File: config.mk
export PLATFORM = sky130hd
export DESIGN_NAME = nvram_upload_reader_flat
export DESIGN_NICKNAME = d
export VERILOG_FILES = /design/src/rtl/nvram_upload_reader_if.sv /design/src/rtl/nvram_upload_reader.sv /design/src/flat_wrapper.sv
export SDC_FILE = /design/constraint.sdc
export NUM_CORES = 1
export LEC_CHECK = 0
export ABC_CLOCK_PERIOD_IN_PS = 3700
export CAP_MARGIN = 15
export CORE_ASPECT_RATIO = 0.9
export CORE_MARGIN = 3
export CORE_UTILIZATION = 60
export CTS_BUF_LIST = sky130_fd_sc_hd__clkbuf_8 sky130_fd_sc_hd__clkbuf_16
export CTS_CLUSTER_SIZE = 12
export DETAILED_ROUTE_END_ITERATION = 7
export DONT_BUFFER_PORTS = 1
export PLACE_DENSITY = 0.76
export RECOVER_POWER = 100
export REMOVE_ABC_BUFFERS = 1
export SLEW_MARGIN = 15
export SYNTH_ARGS = -nofsm -noshare
export SYNTH_HDL_FRONTEND = slang
export SYNTH_SLANG_ARGS = --single-unit
File: constraint.sdc
create_clock -name clk_sys -period 3.7 [get_ports clk_sys]
set_input_delay 0.925 -clock clk_sys [delete_from_list [all_inputs] [get_ports clk_sys]]
set_output_delay 0.925 -clock clk_sys [all_outputs]
set_load 0.01 [all_outputs]
File: src/rtl/nvram_upload_reader_if.sv
// Bundles the HPS ioctl upload signals, the RAM read port and the dirty/save signals.
// The slave modport is the reader's side. The master modport is the HPS/core/RAM side.
interface nvram_upload_reader_if #(
  parameter int ADDR_W = 10
);
  logic              ioctl_upload;
  logic [7:0]        ioctl_index;
  logic              ioctl_rd;
  logic [24:0]       ioctl_addr;
  logic [7:0]        ioctl_din;
  logic              ioctl_wait;
  logic              ioctl_upload_req;
  logic              save_trigger;
  logic              core_we;
  logic              ram_rd;
  logic [ADDR_W-1:0] ram_addr;
  logic              ram_gnt;
  logic [7:0]        ram_q;
  logic              dirty;

  modport slave (
    input  ioctl_upload, ioctl_index, ioctl_rd, ioctl_addr,
    input  save_trigger, core_we, ram_gnt, ram_q,
    output ioctl_din, ioctl_wait, ioctl_upload_req, ram_rd, ram_addr, dirty
  );

  modport master (
    output ioctl_upload, ioctl_index, ioctl_rd, ioctl_addr,
    output save_trigger, core_we, ram_gnt, ram_q,
    input  ioctl_din, ioctl_wait, ioctl_upload_req, ram_rd, ram_addr, dirty
  );
endinterface

File: src/rtl/nvram_upload_reader.sv
// Answers HPS ioctl upload byte reads from a core NVRAM read port.
// ioctl_wait stays high until the byte is on ioctl_din.
// Tracks core writes and requests an upload when the RAM is dirty.
module nvram_upload_reader #(
  parameter int          ADDR_W       = 10,
  parameter int          RAM_LATENCY  = 2,
  parameter logic [7:0]  UPLOAD_INDEX = 8'd2,
  parameter logic [7:0]  FILL_BYTE    = 8'hFF
) (
  input  logic clk_sys,
  input  logic reset,
  nvram_upload_reader_if.slave bus
);

  localparam logic [2:0] LAT = 3'(RAM_LATENCY);

  typedef enum logic [1:0] {S_IDLE, S_REQ, S_WAIT} state_t;

  state_t            state, state_nxt;
  logic [2:0]        cnt, cnt_nxt;
  logic [7:0]        din, din_nxt;
  logic              wait_r, wait_nxt;
  logic              ram_rd, ram_rd_nxt;
  logic [ADDR_W-1:0] ram_addr, ram_addr_nxt;
  logic              dirty, upload_req;
  logic              upload_q, trig_q;

  // Reads for other indices, or outside an upload session, are ignored.
  // The range test covers every address bit, so high addresses never wrap into the RAM.
  logic rd_ok, in_range, upload_fall, trig_rise;
  assign rd_ok       = bus.ioctl_rd && bus.ioctl_upload && (bus.ioctl_index == UPLOAD_INDEX);
  assign in_range    = (bus.ioctl_addr[24:ADDR_W] == '0);
  assign upload_fall = upload_q && !bus.ioctl_upload && (bus.ioctl_index == UPLOAD_INDEX);
  assign trig_rise   = bus.save_trigger && !trig_q;

  // State register.
  always_ff @(posedge clk_sys) begin
    if (reset) state <= S_IDLE;
    else       state <= state_nxt;
  end

  // Next-state logic. A drop of ioctl_upload mid-transfer aborts the transfer.
  always_comb begin
    state_nxt = state;
    case (state)
      S_IDLE: if (rd_ok && in_range) state_nxt = S_REQ;
      S_REQ: begin
        if (!bus.ioctl_upload) state_nxt = S_IDLE;
        else if (bus.ram_gnt)  state_nxt = S_WAIT;
      end
      S_WAIT: begin
        if (!bus.ioctl_upload) state_nxt = S_IDLE;
        else if (cnt == '0)    state_nxt = S_IDLE;
      end
      default: state_nxt = S_IDLE;
    endcase
  end

  // Next values for the registered outputs and the latency counter.
  always_comb begin
    din_nxt      = din;
    wait_nxt     = wait_r;
    ram_rd_nxt   = ram_rd;
    ram_addr_nxt = ram_addr;
    cnt_nxt      = cnt;
    case (state)
      S_IDLE: begin
        wait_nxt   = 1'b0;
        ram_rd_nxt = 1'b0;
        if (rd_ok) begin
          wait_nxt = 1'b1;
          if (in_range) begin
            ram_addr_nxt = bus.ioctl_addr[ADDR_W-1:0];
            ram_rd_nxt   = 1'b1;
          end else begin
            din_nxt = FILL_BYTE;
          end
        end
      end
      S_REQ: begin
        if (!bus.ioctl_upload) begin
          ram_rd_nxt = 1'b0;
          wait_nxt   = 1'b0;
        end else if (bus.ram_gnt) begin
          ram_rd_nxt = 1'b0;
          cnt_nxt    = LAT;
        end
      end
      S_WAIT: begin
        if (!bus.ioctl_upload) begin
          wait_nxt = 1'b0;
        end else if (cnt == '0) begin
          din_nxt  = bus.ram_q;
          wait_nxt = 1'b0;
        end else begin
          cnt_nxt = cnt - 3'd1;
        end
      end
      default: begin
        wait_nxt   = 1'b0;
        ram_rd_nxt = 1'b0;
      end
    endcase
  end

  // Output and counter registers.
  always_ff @(posedge clk_sys) begin
    if (reset) begin
      din      <= '0;
      wait_r   <= 1'b0;
      ram_rd   <= 1'b0;
      ram_addr <= '0;
      cnt      <= '0;
    end else begin
      din      <= din_nxt;
      wait_r   <= wait_nxt;
      ram_rd   <= ram_rd_nxt;
      ram_addr <= ram_addr_nxt;
      cnt      <= cnt_nxt;
    end
  end

  // Dirty tracking. A core write wins over the end-of-upload clear.
  // The edge registers detect the end of an upload and a new save request.
  always_ff @(posedge clk_sys) begin
    if (reset) begin
      dirty      <= 1'b0;
      upload_q   <= 1'b0;
      trig_q     <= 1'b0;
      upload_req <= 1'b0;
    end else begin
      upload_q   <= bus.ioctl_upload;
      trig_q     <= bus.save_trigger;
      upload_req <= trig_rise && dirty && !bus.ioctl_upload;
      if (bus.core_we)      dirty <= 1'b1;
      else if (upload_fall) dirty <= 1'b0;
    end
  end

  assign bus.ioctl_din        = din;
  assign bus.ioctl_wait       = wait_r;
  assign bus.ram_rd           = ram_rd;
  assign bus.ram_addr         = ram_addr;
  assign bus.dirty            = dirty;
  assign bus.ioctl_upload_req = upload_req;

endmodule

File: src/flat_wrapper.sv
// flat-port wrapper written by rule: the top's interface ports become plain ports
module nvram_upload_reader_flat 
#(
  parameter int          ADDR_W       = 10,
  parameter int          RAM_LATENCY  = 2,
  parameter logic [7:0]  UPLOAD_INDEX = 8'd2,
  parameter logic [7:0]  FILL_BYTE    = 8'hFF
)
  (clk_sys, reset, bus_ioctl_upload, bus_ioctl_index, bus_ioctl_rd, bus_ioctl_addr, bus_save_trigger, bus_core_we, bus_ram_gnt, bus_ram_q, bus_ioctl_din, bus_ioctl_wait, bus_ioctl_upload_req, bus_ram_rd, bus_ram_addr, bus_dirty);
  nvram_upload_reader_if #(.ADDR_W(ADDR_W)) bus_i ();
  input  logic clk_sys;
  input  logic reset;
  input wire logic [$bits(bus_i.ioctl_upload)-1:0] bus_ioctl_upload;
  input wire logic [$bits(bus_i.ioctl_index)-1:0] bus_ioctl_index;
  input wire logic [$bits(bus_i.ioctl_rd)-1:0] bus_ioctl_rd;
  input wire logic [$bits(bus_i.ioctl_addr)-1:0] bus_ioctl_addr;
  input wire logic [$bits(bus_i.save_trigger)-1:0] bus_save_trigger;
  input wire logic [$bits(bus_i.core_we)-1:0] bus_core_we;
  input wire logic [$bits(bus_i.ram_gnt)-1:0] bus_ram_gnt;
  input wire logic [$bits(bus_i.ram_q)-1:0] bus_ram_q;
  output wire logic [$bits(bus_i.ioctl_din)-1:0] bus_ioctl_din;
  output wire logic [$bits(bus_i.ioctl_wait)-1:0] bus_ioctl_wait;
  output wire logic [$bits(bus_i.ioctl_upload_req)-1:0] bus_ioctl_upload_req;
  output wire logic [$bits(bus_i.ram_rd)-1:0] bus_ram_rd;
  output wire logic [$bits(bus_i.ram_addr)-1:0] bus_ram_addr;
  output wire logic [$bits(bus_i.dirty)-1:0] bus_dirty;
  assign bus_i.ioctl_upload = bus_ioctl_upload;
  assign bus_i.ioctl_index = bus_ioctl_index;
  assign bus_i.ioctl_rd = bus_ioctl_rd;
  assign bus_i.ioctl_addr = bus_ioctl_addr;
  assign bus_i.save_trigger = bus_save_trigger;
  assign bus_i.core_we = bus_core_we;
  assign bus_i.ram_gnt = bus_ram_gnt;
  assign bus_i.ram_q = bus_ram_q;
  assign bus_ioctl_din = bus_i.ioctl_din;
  assign bus_ioctl_wait = bus_i.ioctl_wait;
  assign bus_ioctl_upload_req = bus_i.ioctl_upload_req;
  assign bus_ram_rd = bus_i.ram_rd;
  assign bus_ram_addr = bus_i.ram_addr;
  assign bus_dirty = bus_i.dirty;
  nvram_upload_reader #(.ADDR_W(ADDR_W), .RAM_LATENCY(RAM_LATENCY), .UPLOAD_INDEX(UPLOAD_INDEX), .FILL_BYTE(FILL_BYTE)) u_core (.clk_sys(clk_sys), .reset(reset), .bus(bus_i));
endmodule
### Word-level counts from Yosys, hierarchy flattened

Index checks and enable logic that the tools add are counted.

| cells by class | value |
|---|---|
| add/sub/neg operators | 1 |
| eq/ne operators | 14 |
| multiplexer cells | 28 |
| bitwise logic cells | 1 |
| reductions and logical operators | 22 |

Operators with widths:

| cell | count |
|---|---|
| 2-to-1 mux 8 bit | 4 |
| one-hot mux 8 bit (2 select lines) | 1 |
| logical NOT 15 bit | 1 |
| 2-to-1 mux 3 bit | 4 |
| inequality test 2 bit, second input constant | 6 |
| 2-to-1 mux 1 bit | 10 |
| 2-to-1 mux 2 bit | 5 |
| AND reduction 5 bit | 2 |
| == test 8 x 2 -> 1 bit, second input constant | 1 |
| logical AND 1 bit | 8 |
| inequality test 2 x 1 -> 1 bit, second input constant | 3 |
| one-hot mux 1 bit (3 select lines) | 2 |
| one-hot mux 2 bit (3 select lines) | 1 |
| one-hot mux 3 bit (2 select lines) | 1 |
| AND reduction 3 bit | 2 |
| nonzero test 2 bit | 3 |
| AND reduction 2 bit | 2 |
| logical NOT 3 bit | 1 |
| inequality test 3 x 2 -> 1 bit, second input constant | 1 |
| inequality test 3 bit, second input constant | 1 |
| subtractor 3 x 1 -> 3 bit, second input constant | 1 |
| == test 2 x 1 -> 1 bit, second input constant | 1 |
| == test 2 bit, second input constant | 1 |
| logical NOT 1 bit | 2 |
| other kinds (2) | 2 |

| word-level totals | value |
|---|---|
| register bits | 29 |
| input port bits | 48 |
| output and inout port bits | 22 |
| logic and storage cells | 76 |

### Longest topological paths before layout

Gate-level depths: netlist (run 1).

| depth | value |
|---|---|
| depth in word-level cells | 5 |
| depth in mapped cells | 7 |
| mapped depth without buffers | 7 |

### Least setup slack after synthesis (run 1)

No wires, ideal clock.

| timing path | value |
|---|---|
| path type | input port to flip-flop |
| start point | in bus_ioctl_addr[12] |
| end point | reg u_core.ram_addr[6] (netlist: u_core.bus.ram_addr[6]) |
| library setup time | 0.132 ns |
| data arrival time | 1.872 ns |
| path slack | 1.696 ns |
| stages | 5 |
| buffers on the path | 1 |
| cell sequence | nor4_2 -> nand4_2 -> buf_6 -> o21ai_0 -> a21oi_1 |

| on the way | value |
|---|---|
| word-level cells in the longest chain between the ends | 2 |

RTL lines:

| item | RTL line | source |
|---|---|---|
| start, declared | flat_wrapper.sv:16 | `input wire logic [$bits(bus_i.ioctl_addr)-1:0] bus_ioctl_addr;` |
| logical NOT 15 bit | nvram_upload_reader.sv:32 | `assign in_range = (bus.ioctl_addr[24:ADDR_W] == '0);` |
| AND reduction 3 bit (no source line) | -- |  |
| end signal, assigned | nvram_upload_reader.sv:118 | `ram_addr <= ram_addr_nxt;` |
| end, declared | nvram_upload_reader.sv:24 | `logic [ADDR_W-1:0] ram_addr, ram_addr_nxt;` |

No other way between the ends.
A chain may end at the register's enable or synchronous reset.

### Worst setup path in the final report (run 1)

| timing path | value |
|---|---|
| start point | in bus_ioctl_index[0] |
| end point | reg u_core.din[0] (netlist: u_core.bus.ioctl_din[0]) |

| on the way | value |
|---|---|
| word-level cells in the longest chain between the ends | 4 |

RTL lines:

| item | RTL line | source |
|---|---|---|
| start, declared | flat_wrapper.sv:14 | `input wire logic [$bits(bus_i.ioctl_index)-1:0] bus_ioctl_index;` |
| == test 8 x 2 -> 1 bit | nvram_upload_reader.sv:31 | `assign rd_ok = bus.ioctl_rd && bus.ioctl_upload && (bus.ioctl_index == UPLOAD_INDEX);` |
| logical AND 1 bit | nvram_upload_reader.sv:31 |  |
| inequality test 2 x 1 -> 1 bit (no source line) | -- |  |
| AND reduction 5 bit (no source line) | -- |  |
| end signal, assigned | nvram_upload_reader.sv:115 | `din <= din_nxt;` |
| end, declared | nvram_upload_reader.sv:21 | `logic [7:0] din, din_nxt;` |

No other way between the ends.

==> flow_summary.json, run 1 <==
{
  "post-route-period-util_pct": 61.91,
  "grt_pass1_wl_mm": 4.485,
  "min_path_type": "reg -> reg",
  "p_leak_uw": 0.0004879,
  "antenna_left": 0,
  "cts_setup_buffers": 0,
  "cts_tree": "yes",
  "wirelength_mm": 2.825,
  "clk_path_buf_depth": 2,
  "synth_area_leaders": "dfxtp_1 43%, a21oi_1 8.5%, nand2b_1 4.2%",
  "wl_per_cell_um": 16.52,
  "cts_made_buffers": 5,
  "core-area_um2": 2027,
  "vias": 1059,
  "antenna_found_initial": 0,
  "yosys-top-cells-count": "29 x dfxtp_1, 23 x a21oi_1, 11 x nand3_1, 11 x nor2_1",
  "ys_async_sr_fraction_pct": 0,
  "rows": 15,
  "status": "finished clean",
  "grt_max_degree": 28,
  "synthesis.area_um2": 1349,
  "cap_violations": 0,
  "layout_min_cycle_time_ns": 2.291,
  "ys.flop_type": "dfxtp_1",
  "overflow": 0,
  "antenna_cells": 0,
  "die_area_um2": 2854,
  "cp.required_ns": 3.88,
  "clkTransAtPathRegs_ns": 0.06,
  "power_density_nw_per_um2": 430.4,
  "path_class": "in -> reg",
  "die_w_um": 55.98,
  "io_buffers": 0,
  "setup_tns_ns": 0,
  "start_util_pct": 66.54,
  "synth_edf_count": 0,
  "avgSynthCellArea_um2": 9.052,
  "ios": 70,
  "grt.total_usage_pct": 20.01,
  "clkSinkCount": 29,
  "drive_above_1_share_pct": 9.589,
  "slew_violations": 0,
  "synth_most_common_cell": "dfxtp_1",
  "synth-seq-cells": 29,
  "start_kind": "input port",
  "cts_root_buf": "clkbuf_8",
  "synth_cell_types": 35,
  "die_h_um": 50.98,
  "yosys_warnings": 0,
  "drc": 0,
  "post-dp-hpwl_mm": 2.084,
  "cp_max_fo": 20,
  "yosysTopAreaCell": "dfxtp_1",
  "syn_inst": 149,
  "endpoint_kind": "flop",
  "ctsResizeCount": 0,
  "dr.pass1.iters": 4,
  "worstSkewPairLatency_ns": 0.27,
  "seq_area_frac_synth_pct": 43.04,
  "netlist.area_leader.share_pct": 43.04,
  "max_freq_mhz": 436.5,
  "vdd_ir_drop_max_uv": 390.8,
  "drtIter0Drc": 54,
  "htree_levels": 2,
  "final_nets": 195,
  "setup_viol": 0,
  "finalHoldViolations": 0,
  "cp.arrival_ns": 2.47,
  "hold_buffers": 0,
  "gp_congestion": 0.7225,
  "grt_pass1_vias": 1011,
  "vias_per_cell": 6.193,
  "rsz0062_at_grt": "no",
  "worstMarginPinSlew_ns": 0.6867,
  "skew_ns": 0.002563,
  "area_delta_synth_final_pct": 3.247,
  "fin_util_pct": 68.70,
  "slew_headroom_pct": 54.22
}
critical path, stage by stage:
cell      delay, ns
nor4b_1        0.43
and3_1         0.68
a21oi_1        0.17
a211oi_1       0.25
cell type report:
type	instances	area, um2
Sequential cell	29	580.6
Multi-Input combinational cell	106	668.1
Tap cell	25	31.28
Inverter	3	11.26
Clock inverter	1	5.005
Fill cell	170	634.4
Clock buffer	7	96.34
stage by stage:
step | instance area [um2] | hold WS, ns | instances | setup slack [ns] | power, uW
2_1_floorplan | 1281 | 0.4317 | 138 | 1.559 | 328.9
3_3_place_gp | 1313 | 0.4488 | 163 | 1.348 | 329.4
3_5_place_dp | 1313 | 0.4564 | 163 | 1.270 | 329.9
4_1_cts | 1414 | 0.4670 | 171 | 1.571 | 606.0
5_1_grt | 1393 | 0.4897 | 171 | 1.203 | 621.5
6_report | 1393 | 0.4683 | 171 | 1.409 | 599.4
worst paths after layout:
check / start / endpoint / slack, ns / cells past startpoint
setup / recovery: bus_ioctl_index[0] / u_core.bus.ioctl_din[0] / 1.41 / 4
setup reg to reg: u_core.cnt[0] / u_core.cnt[1] / 1.83 / 7
hold / removal: u_core.cnt[0] / u_core.cnt[0] / 0.47 / 1
hold reg to reg: u_core.cnt[0] / u_core.cnt[0] / 0.47 / 1
power breakdown:
group | leakage (uW) | internal (uW) | total, uW | switching, uW
sequential | 0.000234 | 315 | 316 | 1.57
combinational | 0.000199 | 4.09 | 6.62 | 2.53
clock | 0.0000542 | 168 | 277 | 109
cell families after synthesis:
logic type,share of synthesized area (%)
AO/OA/AOI/OAI,22.36
adder cells (fa/ha/maj),1.855
flip-flops,43.04
AND/OR/NAND/NOR,26.90
buffers and inverters,5.843
per-layer routing:
layer	global-route usage, %	up-vias	part of all wire (%)
li1	-	532	-
met1	23.99	483	42
met2	32.49	40	49
met3	7.828	4	8.1
met4	7.510	0	0.96
met5	0	-	0
registers in the layout, summed over array words and instances, names as in the netlist:
| register | flops |
|---|---|
| u_core.bus.ram_addr | 10 |
| u_core.bus.ioctl_din | 8 |
| u_core.cnt | 3 |
| u_core.state | 2 |
| u_core.bus.dirty | 1 |
| u_core.bus.ioctl_upload_req | 1 |
| u_core.bus.ioctl_wait | 1 |
| u_core.bus.ram_rd | 1 |
| u_core.trig_q | 1 |
| u_core.upload_q | 1 |
cell usage in the layout, fill, tap and decap left out, drive strengths merged:
master / netlist / layout
o21a: 2 / 2
nor3: 1 / 1
nor2: 11 / 11
nand2: 2 / 2
nand4: 1 / 1
and4bb: 1 / 1
and3: 2 / 2
nand3: 11 / 11
a211oi: 9 / 9
nor2b: 5 / 5
nand4b: 2 / 2
nor4: 4 / 4
and3b: 2 / 2
clkinv: 0 / 1
a311oi: 1 / 1
inv: 3 / 3
nor3b: 2 / 2
nor4b: 1 / 1
o211ai: 1 / 1
o22ai: 1 / 1
dfxtp: 29 / 29
ha: 2 / 2
and4: 1 / 1
o21ai: 12 / 12
nand2b: 9 / 9
a21oi: 23 / 23
clkbuf: 4 / 7
(Power assumes the default switching activity.)
==> run 2: changes to the inputs <==
Settings changed: ABC_CLOCK_PERIOD_IN_PS 3700 to 2300.
Clock period 3.7 ns to 2.3 ns, I/O delays scaled along.
==> run 2 against run 1 <==
Effect of this change:
- register-to-register slack got worse by 1.3 ns
- utilization grew 1.7 points
- routed wire length increased by 12%
- combinational power increased by 62%
- first-iteration DRC count down 33%
- cell area rose by 2.5%
- clock power up 66%
- count of clock-buffer cells in the layout stayed put
- worst setup slack worse by 0.89 ns
- critical path type unchanged
- largest cell class unchanged
- largest power group unchanged
==> flow_summary.json, run 2 (same netlist as run 1, synthesis figures left out) <==
{
  "finalHoldViolations": 0,
  "setup_viol": 0,
  "gp_congestion": 0.7704,
  "path_class": "in -> reg",
  "core-area_um2": 2027,
  "skew_ns": 0.005639,
  "drc": 0,
  "crit_path_end": "u_core.bus.ioctl_din[5]",
  "final_nets": 198,
  "p_clk_share_pct": 47.0,
  "overflow": 0,
  "cts_setup_buffers": 0,
  "die_w_um": 55.98,
  "min_path_type": "in -> reg",
  "area_delta_synth_final_pct": 5.844,
  "start_util_pct": 66.54,
  "wirelength_mm": 3.165,
  "grt.total_usage_pct": 23.95,
  "clkSinkCount": 29,
  "rows": 15,
  "vdd_ir_drop_max_uv": 538.4,
  "drive_above_1_share_pct": 13.42,
  "rrSetupSlack_ns": 0.58,
  "layout_min_cycle_time_ns": 1.782,
  "largest_register_ffs": 10,
  "cap_violations": 0,
  "p_int_uw": 782.4,
  "wl_per_cell_um": 18.19,
  "rr_endpoint": "u_core.cnt[1]",
  "slew_headroom_pct": 68.02,
  "p_sw_uw": 198.1,
  "clk_path_buf_depth": 2,
  "p_total_uw": 980.5,
  "die_area_um2": 2854,
  "slew_violations": 0,
  "holdPathStages": 1,
  "cts_made_buffers": 5,
  "rsz0062_at_grt": "no",
  "antenna_left": 0,
  "grt_max_degree": 28,
  "clkTransAtPathRegs_ns": 0.06,
  "combinationalPowerShare_pct": 1.1,
  "r2r_cells": 7,
  "antenna_found_initial": 0,
  "cp_max_fo": 20,
  "ctsResizeCount": 0,
  "worstSkewPairLatency_ns": 0.28,
  "fillers": 161,
  "startpoint": "bus_ioctl_index[0]",
  "dr.pass1.iters": 4,
  "p_sw_share_pct": 20.21,
  "power_density_nw_per_um2": 686.8,
  "vias_per_cell": 6.310,
  "largest-register": "u_core.bus.ram_addr",
  "multi_input_area_um2": 683.2,
  "layout_common_cells": "29 x dfxtp_1, 23 x a21oi_1, 11 x nand3_1, 11 x nor2_1",
  "rr_startpoint": "u_core.cnt[0]",
  "endpoint_kind": "flop",
  "ios": 70,
  "max_freq_mhz": 561.1,
  "vias": 1098,
  "cts_tree": "yes",
  "fin_ws_ns": 0.5177,
  "dp_slack_ns": 0.4120,
  "cp.required_ns": 2.49,
  "status": "finished clean",
  "seqPwrFrac_pct": 51.9,
  "start_kind": "input port",
  "p_leak_uw": 0.0005040,
  "post-route-period-util_pct": 77.49,
  "setup_tns_ns": 0,
  "drtIter0Drc": 36,
  "hold_buffers": 0,
  "final_common_cell": "dfxtp_1",
  "die_h_um": 50.98,
  "cp.arrival_ns": 1.97,
  "htree_levels": 2,
  "antenna_cells": 0,
  "io_buffers": 0,
  "grt_pass1_vias": 1101,
  "grt_pass1_wl_mm": 5.119,
  "worstMarginPinSlew_ns": 0.4785,
  "cts_root_buf": "clkbuf_8",
  "post-dp-hpwl_mm": 2.302,
  "regArea_um2": 580.6
}
[run 2: cell count changes in the layout (fill, tap and decap cells not counted)]
| cell | change |
|---|---|
| a211oi_1 | -2 |
| a211oi_2 | +2 |
| buf_4 | +2 |
| clkbuf_2 | +1 |
| nor3b_1 | -1 |
| nor3b_2 | +1 |
[run 2: how the worst min path moves through the flow]
stage,start,to
after floorplan,u_core.cnt[0],u_core.cnt[0]
after global placement,u_core.cnt[0],u_core.cnt[0]
after detailed placement,u_core.cnt[0],u_core.cnt[0]
after CTS,reset,u_core.bus.ioctl_din[1]
after global routing,reset,u_core.bus.ioctl_din[1]
final,reset,u_core.bus.ioctl_din[1]
[run 2: power groups by stage]
stage,Clock [uW],Combinational [uW],Sequential (uW)
6_report,461,10.7,509
5_1_grt,493,12.2,508
4_1_cts,467,11.1,509
3_5_place_dp,0,11.1,520
3_3_place_gp,0,10.5,520
2_1_floorplan,0,9.95,519
[run 2: final cells by class]
| class | instances | share of cell area [%] |
|---|---|---|
| Clock buffer | 7 | 6.748 |
| Multi-Input combinational cell | 106 | 47.85 |
| Inverter | 3 | 0.7888 |
| Timing Repair Buffer | 3 | 1.402 |
| Tap cell | 25 | 2.191 |
| Sequential cell | 29 | 40.67 |
| Clock inverter | 1 | 0.3506 |
[run 2: through the flow]
stage          instances  util [%]  instance area, um2  hold WS [ns]
2_1_floorplan        138         -                1281        0.4317
3_3_place_gp         166     65.86                1335        0.4499
3_5_place_dp         166     65.86                1335        0.4585
4_1_cts              174     70.86                1436        0.3456
5_1_grt              174     70.43                1428        0.3341
6_report             174     70.43                1428        0.3524
[run 2: worst max-delay path: stages]
cell and delay (ns):
nor4b_1 0.45, and3_1 0.24, clkbuf_2 0.35, a21oi_1 0.12
a211oi_1 0.24
[run 2: per-layer routing]
metal / GRT usage (%) / vias up / routed length (um)
met2: 37.74 / 48 / 1544
met5: 0 / - / 0
li1: - / 540 / -
met1: 24.77 / 500 / 1209
met4: 17.00 / 0 / 119
met3: 12.12 / 10 / 292
